`src/rtl/uart_receiver.sv`:
```
// UART receiver: 2-flop input synchroniser, mid-bit sampling FSM and a
// valid/ready holding register. Error conditions leave as one-cycle pulses.
module uart_receiver #(
   parameter int unsigned CLKS_PER_BIT = 868,
   parameter int unsigned DATA_BITS    = 8,
   parameter bit          PARITY_EN    = 1'b0,
   parameter bit          PARITY_ODD   = 1'b0
) (
   input  logic                 clk_i,
   input  logic                 rst_ni,
   input  logic                 rx_i,
   output logic [DATA_BITS-1:0] data_o,
   output logic                 valid_o,
   input  logic                 ready_i,
   output logic                 busy_o,
   output logic                 frame_err_o,
   output logic                 parity_err_o,
   output logic                 overrun_o
);

   localparam int unsigned CNT_W = $clog2(CLKS_PER_BIT);
   localparam int unsigned IDX_W = $clog2(DATA_BITS);

   localparam logic [CNT_W-1:0] HALF_LAST = CNT_W'(CLKS_PER_BIT / 2 - 1);
   localparam logic [CNT_W-1:0] BIT_LAST  = CNT_W'(CLKS_PER_BIT - 1);
   localparam logic [IDX_W-1:0] IDX_LAST  = IDX_W'(DATA_BITS - 1);

   typedef enum logic [2:0] {
      S_IDLE,
      S_START,
      S_DATA,
      S_PARITY,
      S_STOP
   } state_e;

   state_e               state_q;
   logic [CNT_W-1:0]     bit_cnt_q;
   logic [IDX_W-1:0]     idx_q;
   logic [DATA_BITS-1:0] shift_q;
   logic                 par_q;
   logic                 frame_err_q;
   logic                 parity_err_q;
   logic                 overrun_q;

   logic                 rx_meta_q;
   logic                 rx_s_q;
   logic                 rx_prev_q;

   logic [DATA_BITS-1:0] data_q, data_d;
   logic                 valid_q, valid_d;

   logic                 fall_edge;
   logic                 bit_done;
   logic                 frame_end;
   logic                 parity_bad;
   logic                 word_good;

   // Bring rx_i into the clock domain; idle-high reset so no false edge after reset
   always_ff @(posedge clk_i or negedge rst_ni) begin
      if (!rst_ni) begin
         rx_meta_q <= 1'b1;
         rx_s_q    <= 1'b1;
         rx_prev_q <= 1'b1;
      end else begin
         rx_meta_q <= rx_i;
         rx_s_q    <= rx_meta_q;
         rx_prev_q <= rx_s_q;
      end
   end

   // Frame-level decode of the current cycle; parity_bad is 1 when the received
   // parity bit differs from XOR(data) ^ PARITY_ODD
   always_comb begin
      fall_edge  = rx_prev_q & ~rx_s_q;
      bit_done   = (bit_cnt_q == BIT_LAST);
      frame_end  = (state_q == S_STOP) && bit_done;
      parity_bad = PARITY_EN & (par_q ^ (^shift_q) ^ PARITY_ODD);
      word_good  = frame_end & rx_s_q & ~parity_bad;
   end

   // Receive FSM: start qualification at half-bit, then one sample per bit period;
   // the error pulses are registered one cycle after the stop sample
   always_ff @(posedge clk_i or negedge rst_ni) begin
      if (!rst_ni) begin
         state_q      <= S_IDLE;
         bit_cnt_q    <= '0;
         idx_q        <= '0;
         shift_q      <= '0;
         par_q        <= 1'b0;
         frame_err_q  <= 1'b0;
         parity_err_q <= 1'b0;
         overrun_q    <= 1'b0;
      end else begin
         frame_err_q  <= frame_end & ~rx_s_q;
         parity_err_q <= frame_end & parity_bad;
         overrun_q    <= word_good & valid_q & ~ready_i;
         case (state_q)
            S_IDLE: begin
               if (fall_edge) begin
                  state_q   <= S_START;
                  bit_cnt_q <= '0;
               end
            end
            S_START: begin
               if (bit_cnt_q == HALF_LAST) begin
                  bit_cnt_q <= '0;
                  idx_q     <= '0;
                  state_q   <= rx_s_q ? S_IDLE : S_DATA;
               end else begin
                  bit_cnt_q <= bit_cnt_q + 1'b1;
               end
            end
            S_DATA: begin
               if (bit_done) begin
                  bit_cnt_q <= '0;
                  shift_q   <= {rx_s_q, shift_q[DATA_BITS-1:1]};
                  idx_q     <= idx_q + 1'b1;
                  if (idx_q == IDX_LAST) begin
                     state_q <= PARITY_EN ? S_PARITY : S_STOP;
                  end
               end else begin
                  bit_cnt_q <= bit_cnt_q + 1'b1;
               end
            end
            S_PARITY: begin
               if (bit_done) begin
                  bit_cnt_q <= '0;
                  par_q     <= rx_s_q;
                  state_q   <= S_STOP;
               end else begin
                  bit_cnt_q <= bit_cnt_q + 1'b1;
               end
            end
            S_STOP: begin
               // Leave at mid-stop so a back-to-back start edge is not missed
               if (bit_done) begin
                  bit_cnt_q <= '0;
                  state_q   <= S_IDLE;
               end else begin
                  bit_cnt_q <= bit_cnt_q + 1'b1;
               end
            end
            default: begin
               state_q   <= S_IDLE;
               bit_cnt_q <= '0;
            end
         endcase
      end
   end

   // Holding register next state: load a good word when free or being drained, else clear on handshake
   always_comb begin
      data_d  = data_q;
      valid_d = valid_q;
      if (word_good && (!valid_q || ready_i)) begin
         data_d  = shift_q;
         valid_d = 1'b1;
      end else if (valid_q && ready_i) begin
         valid_d = 1'b0;
      end
   end

   // Holding register state
   always_ff @(posedge clk_i or negedge rst_ni) begin
      if (!rst_ni) begin
         data_q  <= '0;
         valid_q <= 1'b0;
      end else begin
         data_q  <= data_d;
         valid_q <= valid_d;
      end
   end

   assign data_o       = data_q;
   assign valid_o      = valid_q;
   assign busy_o       = (state_q != S_IDLE);
   assign frame_err_o  = frame_err_q;
   assign parity_err_o = parity_err_q;
   assign overrun_o    = overrun_q;

endmodule
```
`config.mk`:
```
export PLATFORM = sky130hd
export DESIGN_NAME = uart_receiver
export DESIGN_NICKNAME = d
export VERILOG_FILES = /design/src/rtl/uart_receiver.sv
export SDC_FILE = /design/constraint.sdc
export NUM_CORES = 1
export LEC_CHECK = 0
export BUFFER_PORTS_ARGS = -buffer_cell sky130_fd_sc_hd__buf_2
export CAP_MARGIN = 30
export CORE_UTILIZATION = 58
export DETAILED_ROUTE_END_ITERATION = 10
export GPL_TIMING_DRIVEN = 0
export PLACE_DENSITY = 0.82
export SLEW_MARGIN = 25
export SYNTH_ARGS = -nofsm -noshare
export SYNTH_HDL_FRONTEND = slang
export SYNTH_SLANG_ARGS = --single-unit
```
`constraint.sdc`:
```
create_clock -name clk_i -period 2.39 [get_ports clk_i]
set_input_delay 0.3585 -clock clk_i [delete_from_list [all_inputs] [get_ports clk_i]]
set_output_delay 0.3585 -clock clk_i [all_outputs]
set_load 0.05 [all_outputs]
```
Yosys cells after proc, flatten, opt, wreduce, memory -nomap -nowiden. Cells that the tools add are included.

Register bits after elaboration: 38. Input port bits: 4. Output and inout port bits: 13. Word-level logic and storage cells: 63.

Add/sub/neg operators: 2. Eq/ne operators: 13. Mux-type cells: 17. Bitwise gates (word level): 7. Reductions and logical operators: 13.

Operator list (count): 10-bit two-way mux (3); 10-bit one-hot mux with 3 select lines (1); 3-bit two-way mux (8); 3-bit one-hot mux with 5 select lines (1); 2-bit inequality test (second input constant) (6); 10-bit by 1-bit adder with 10-bit output (second input constant) (1); 10-bit == test (second input constant) (1); 10-bit by 9-bit == test with 1-bit output (second input constant) (1); 3-bit by 2-bit == test with 1-bit output (second input constant) (2); 3-bit == test (second input constant) (2); 3-bit one-hot mux with 2 select lines (1); 6-bit AND reduction (1); 1-bit bitwise AND (5); 2-bit nonzero test (2); 3-bit by 1-bit adder with 3-bit output (second input constant) (1); 3-bit by 1-bit == test with 1-bit output (second input constant) (1); 1-bit logical AND (3); 3-bit logical NOT (1); 3-bit AND reduction (1); 3-bit nonzero test (1); 3-bit OR reduction (1); 1-bit two-way mux (2); 2-bit two-way mux (1); 1-bit NOT (2); other kinds (3) (3).

Depth between registers and ports, before layout.
Depth in word-level cells: 5. Mapped depth: 7. Depth with buffers taken out: 6.

Worst setup path after synthesis. No wires, ideal clock.

Path kind: register -> register. Start: reg bit_cnt_q[0]. End: reg shift_q[0]. Setup time: 125 ps. Arrival time: 1824 ps. Slack: 441 ps. Cell stages (with the launch flop): 7. Clock period less this slack: 1949 ps. Cell sequence: dfrtp_1 > ha_1 > and4bb_2 > nand3_2 > or3_1 > buf_6 > mux2_4.

Word-level cells in the longest chain between the ends: 2.

RTL lines: from (decl) (RTL line 37) `logic [CNT_W-1:0] bit_cnt_q;`; from (signal assigned) (RTL line 110) `bit_cnt_q <= bit_cnt_q + 1'b1;`; from (signal assigned) (RTL line 122) `bit_cnt_q <= bit_cnt_q + 1'b1;`; from (signal assigned) (RTL line 131) `bit_cnt_q <= bit_cnt_q + 1'b1;`; 10-bit == test (RTL line 75) `bit_done = (bit_cnt_q == BIT_LAST);`; 2-bit AND reduction (no source line); to (signal assigned) (RTL line 116) `shift_q <= {rx_s_q, shift_q[DATA_BITS-1:1]};`; to (decl) (RTL line 39) `logic [DATA_BITS-1:0] shift_q;`.

No other way between the ends. A chain may end at the register's enable or synchronous reset.

Final worst setup path.
Start: reg state_q[1]. End: reg bit_cnt_q[1].

Word-level cells in the longest chain between the ends: 3. Elaborated cells on any way between the ends: 8. Classes of those cells: 5 x eq/ne; 1 x mux; 2 x reduce/logical.

RTL lines: from (decl) (RTL line 36) `state_e state_q;`; from (signal assigned) (RTL line 108) `state_q <= rx_s_q ? S_IDLE : S_DATA;`; from (signal assigned) (RTL line 119) `state_q <= PARITY_EN ? S_PARITY : S_STOP;`; 3-bit == test or 3-bit by 2-bit == test with 1-bit output (tied branches) (RTL line 97) `case (state_q)`; 3-bit OR reduction (no source line); 10-bit one-hot mux with 3 select lines (RTL line 97).

Parallel ways exist; a longest one is shown, timed or not.

==> flow_summary.ini <==
[status]
status = finished, final reports clean

[sta]
slew_headroom_pct = 45.7
skew_ns = 0.00971
fin_crit_ns = 2.33
holdWs_ns = 0.0931
setup_violations = 0
finalCritPeriodShare_pct = 97.4
rsz0062_at_grt = no
final.setup.tns_ns = 0
hold_viol_final = 0
worst-slew-pin-transition_ns = 0.814
fmax_mhz = 430
drv_slew = 0

[yosys]
postSynthAreaPerCell_um2 = 11.6
yosysSeqAreaShare_pct = 51.9
yosysUniqueCellTypes = 43
synth_nets = 166
syn-cell-area_um2 = 1840
ys_warn_count = 0
syn_inst = 158
ys_ff_latch = 38

[min_path]
hp-class = input pin to async pin

[drt]
vias = 1320
ant_nets = 0
wl_um = 3700
via_per_inst = 5.87
drc_errors = 0
drt_iter0_drc = 40
drt-wirelength-per-cell_um = 16.4
drt_pass1_iterations = 4

[critical_path]
cp-start-kind = register
reg2reg_depth = 4
regToRegStartpoint = state_q[1]$_DFFE_PN0P_
required_ns = 2.63
path_max_fanout = 9
reg2reg_slack_ns = 0.06
arrival_ns = 2.57
slowest_stage = a31oi_1
cp_slowest_stage_delay_ns = 0.56
setup.worst_path.end_class = register
rr_endpoint = bit_cnt_q[1]$_DFFE_PN0N_
crit_chain = or3b_2 -> a31oi_1 -> nor2_1 -> o31ai_1
crit_type = register to register

[job]
drv_cap = 0

[power_and_ir_drop]
power_density_nw_per_um2 = 863
p_seq_share_pct = 41.9
p_int_uw = 1190
p_clk_share_pct = 31.5
comb_power_share_pct = 26.6
power_switching_uw = 610
p_leak_uw = 0.00100
swShare_pct = 33.9
peakVddDrop_v = 0.000758

[grt]
antenna_found_initial = 0
grt_max_degree = 39
grt_first_pass_wirelength_um = 6100
grt_pass1_vias = 1250
grt-ovfl-total = 0
gr-usage-all-layers_pct = 24.6

[clock_tree]
hold_buffers = 0
clock_latency_ns = 0.35
cts_tree = yes
clk_pin_slew_worst_paths_ns = 0.11
htreeDepth = 2
postCtsSetupBuffers = 0
cts_buffer_depth = 2
numCtsBuffers = 5
clock_sinks = 38
clockRootBuffer = clkbuf_4
post_cts_resized = 0

[floorplanning]
io_pins = 17
rows = 20
core_area_um2 = 3030
die-area_um2 = 3400
initial_core_util_pct = 60.8
die_height_um = 58.3
die_w_um = 58.3

[cells_and_area]
layout.nets = 188
syn_to_final_growth_pct = 13.1
drive_above_1_share_pct = 29.8
fillers = 232
diodes = 0

[placed_design]
place.gp.congestion = 0.838
detailed_place_hpwl_um = 2560
io_buffers = 15
==> metal layers <==
layer | track usage, % | share of wire, %
met5 | 0 | 0
met3 | 7.91 | 6.4
met1 | 32.2 | 42
met2 | 39.2 | 50
met4 | 8.16 | 1.5
==> worst max path at each step <==
| stage | slack [ns] | cells past startpoint | startpoint | end |
|---|---|---|---|---|
| finish | 0.06 | 4 | state_q[1]$_DFFE_PN0P_ | bit_cnt_q[1]$_DFFE_PN0N_ |
| global placement | 0.31 | 4 | state_q[1]$_DFFE_PN0P_ | state_q[2]$_DFFE_PN0P_ |
| floorplan | 0.44 | 6 | bit_cnt_q[0]$_DFFE_PN0N_ | shift_q[0]$_DFFE_PN0P_ |
| global route | 0.0004 | 4 | state_q[1]$_DFFE_PN0P_ | bit_cnt_q[1]$_DFFE_PN0N_ |
| detailed placement | 0.14 | 4 | state_q[1]$_DFFE_PN0P_ | bit_cnt_q[1]$_DFFE_PN0N_ |
| CTS | 0.14 | 4 | state_q[1]$_DFFE_PN0P_ | bit_cnt_q[1]$_DFFE_PN0N_ |
==> cells in the mapped netlist <==
| cell type | count | share of area, % |
|---|---|---|
| o32ai_1 | 1 | 0.48 |
| mux2_4 | 7 | 5.7 |
| buf_4 | 1 | 0.41 |
| clkbuf_1 | 2 | 0.41 |
| inv_1 | 3 | 0.61 |
| mux2i_1 | 2 | 1.1 |
| nand2_1 | 19 | 3.9 |
| a32oi_2 | 1 | 0.88 |
| nor3b_4 | 1 | 1.0 |
| o21ai_0 | 7 | 1.9 |
| o31ai_1 | 2 | 0.82 |
| nor3b_1 | 2 | 0.82 |
| a31o_2 | 1 | 0.48 |
| o211ai_1 | 2 | 0.82 |
| dfrtp_1 | 35 | 48 |
| nand3_2 | 1 | 0.54 |
| xnor2_1 | 1 | 0.48 |
| dfstp_2 | 3 | 4.3 |
| or3b_2 | 2 | 0.95 |
| ha_1 | 4 | 2.7 |
| and4b_1 | 1 | 0.54 |
| o21a_1 | 2 | 0.82 |
| nand3_1 | 3 | 0.82 |
| a21o_1 | 1 | 0.41 |
| a31oi_1 | 1 | 0.34 |
| and3_1 | 2 | 0.68 |
| buf_6 | 1 | 0.61 |
| mux2_2 | 11 | 6.7 |
| nand4_1 | 2 | 0.68 |
| or3_1 | 1 | 0.34 |
| nor3_4 | 1 | 0.88 |
| and4bb_2 | 1 | 0.68 |
| a21oi_1 | 2 | 0.54 |
| a22o_1 | 3 | 1.4 |
| nand2b_1 | 3 | 1.0 |
| o22ai_1 | 4 | 1.4 |
| nor4_1 | 2 | 0.68 |
| and2_1 | 1 | 0.34 |
| nand4b_1 | 1 | 0.48 |
| conb_1 | 1 | 0.20 |
| nor2_1 | 6 | 1.2 |
| nor3_1 | 6 | 1.6 |
| nor2b_1 | 5 | 1.7 |
==> power groups by stage <==
stage                     logic [uW]  clock network [uW]  registers, uW
after floorplan                  342                   0            748
final                            478                 566            753
after detailed placement         468                   0            764
after global placement           439                   0            756
after CTS                        470                 569            751
after global routing             522                 605            761
==> through the flow <==
| stage | total power, uW | cell area, um^2 | std cells | worst slack, ns | utilization [%] |
|---|---|---|---|---|---|
| after floorplan | 1090 | 1840 | 158 | 0.441 | - |
| after global placement | 1200 | 1970 | 217 | 0.308 | 65.1 |
| after detailed placement | 1230 | 1970 | 217 | 0.145 | 65.1 |
| after CTS | 1790 | 2080 | 225 | 0.139 | 68.8 |
| after global routing | 1890 | 2080 | 225 | 0.000391 | 68.8 |
| final | 1800 | 2080 | 225 | 0.0619 | 68.8 |
==> layout make-up <==
| class | instances | area [um^2] | share of cell area, % |
|---|---|---|---|
| Clock buffer | 6 | 51.3 | 2.46 |
| Timing Repair Buffer | 15 | 75.1 | 3.61 |
| Multi-Input combinational cell | 113 | 848 | 40.7 |
| Tap cell | 44 | 55.1 | 2.64 |
| Clock inverter | 2 | 60.1 | 2.88 |
| Buffer | 4 | 26.3 | 1.26 |
| Inverter | 3 | 11.3 | 0.541 |
| Sequential cell | 38 | 955 | 45.9 |
==> sequential cells by signal, summed over array words and instances, names as in the netlist <==
| name | count |
|---|---|
| frame_err_o | 1 |
| bit_cnt_q | 10 |
| data_o | 8 |
| rx_s_q | 1 |
| shift_q | 8 |
| overrun_o | 1 |
| rx_prev_q | 1 |
| idx_q | 3 |
| state_q | 3 |
| valid_o | 1 |
| rx_meta_q | 1 |
==> kinds of logic (layout without fill, tap and decap cells) <==
logic type	Yosys count	after routing	share of synthesized area, %
multiplexers	20	20	13.5
AO/OA/AOI/OAI	27	27	10.3
AND/OR/NAND/NOR	60	60	18.9
buffers and inverters	7	30	2.04
adder cells (fa/ha/maj)	4	4	2.72
flip-flops	38	38	51.9
other	1	1	0.204
XOR/XNOR	1	1	0.476
==> cells in the final DEF, fill, tap and decap left out, drive strengths merged, types with 2 or more instances in the layout <==
master	n
a21oi	2
a22o	3
and3	2
buf	17
bufinv	2
clkbuf	8
dfrtp	35
dfstp	3
ha	4
inv	3
mux2	18
mux2i	2
nand2	19
nand2b	3
nand3	4
nand4	2
nor2	6
nor2b	5
nor3	7
nor3b	3
nor4	2
o211ai	2
o21a	2
o21ai	7
o22ai	4
o31ai	2
or3b	2
==> critical path: cells and delay by family (launching register included) <==
kind            cells  cell delay, ns
simple gates        2            0.88
flops               1            0.48
compound gates      2            0.87
Power figures use the tool's default switching activity.
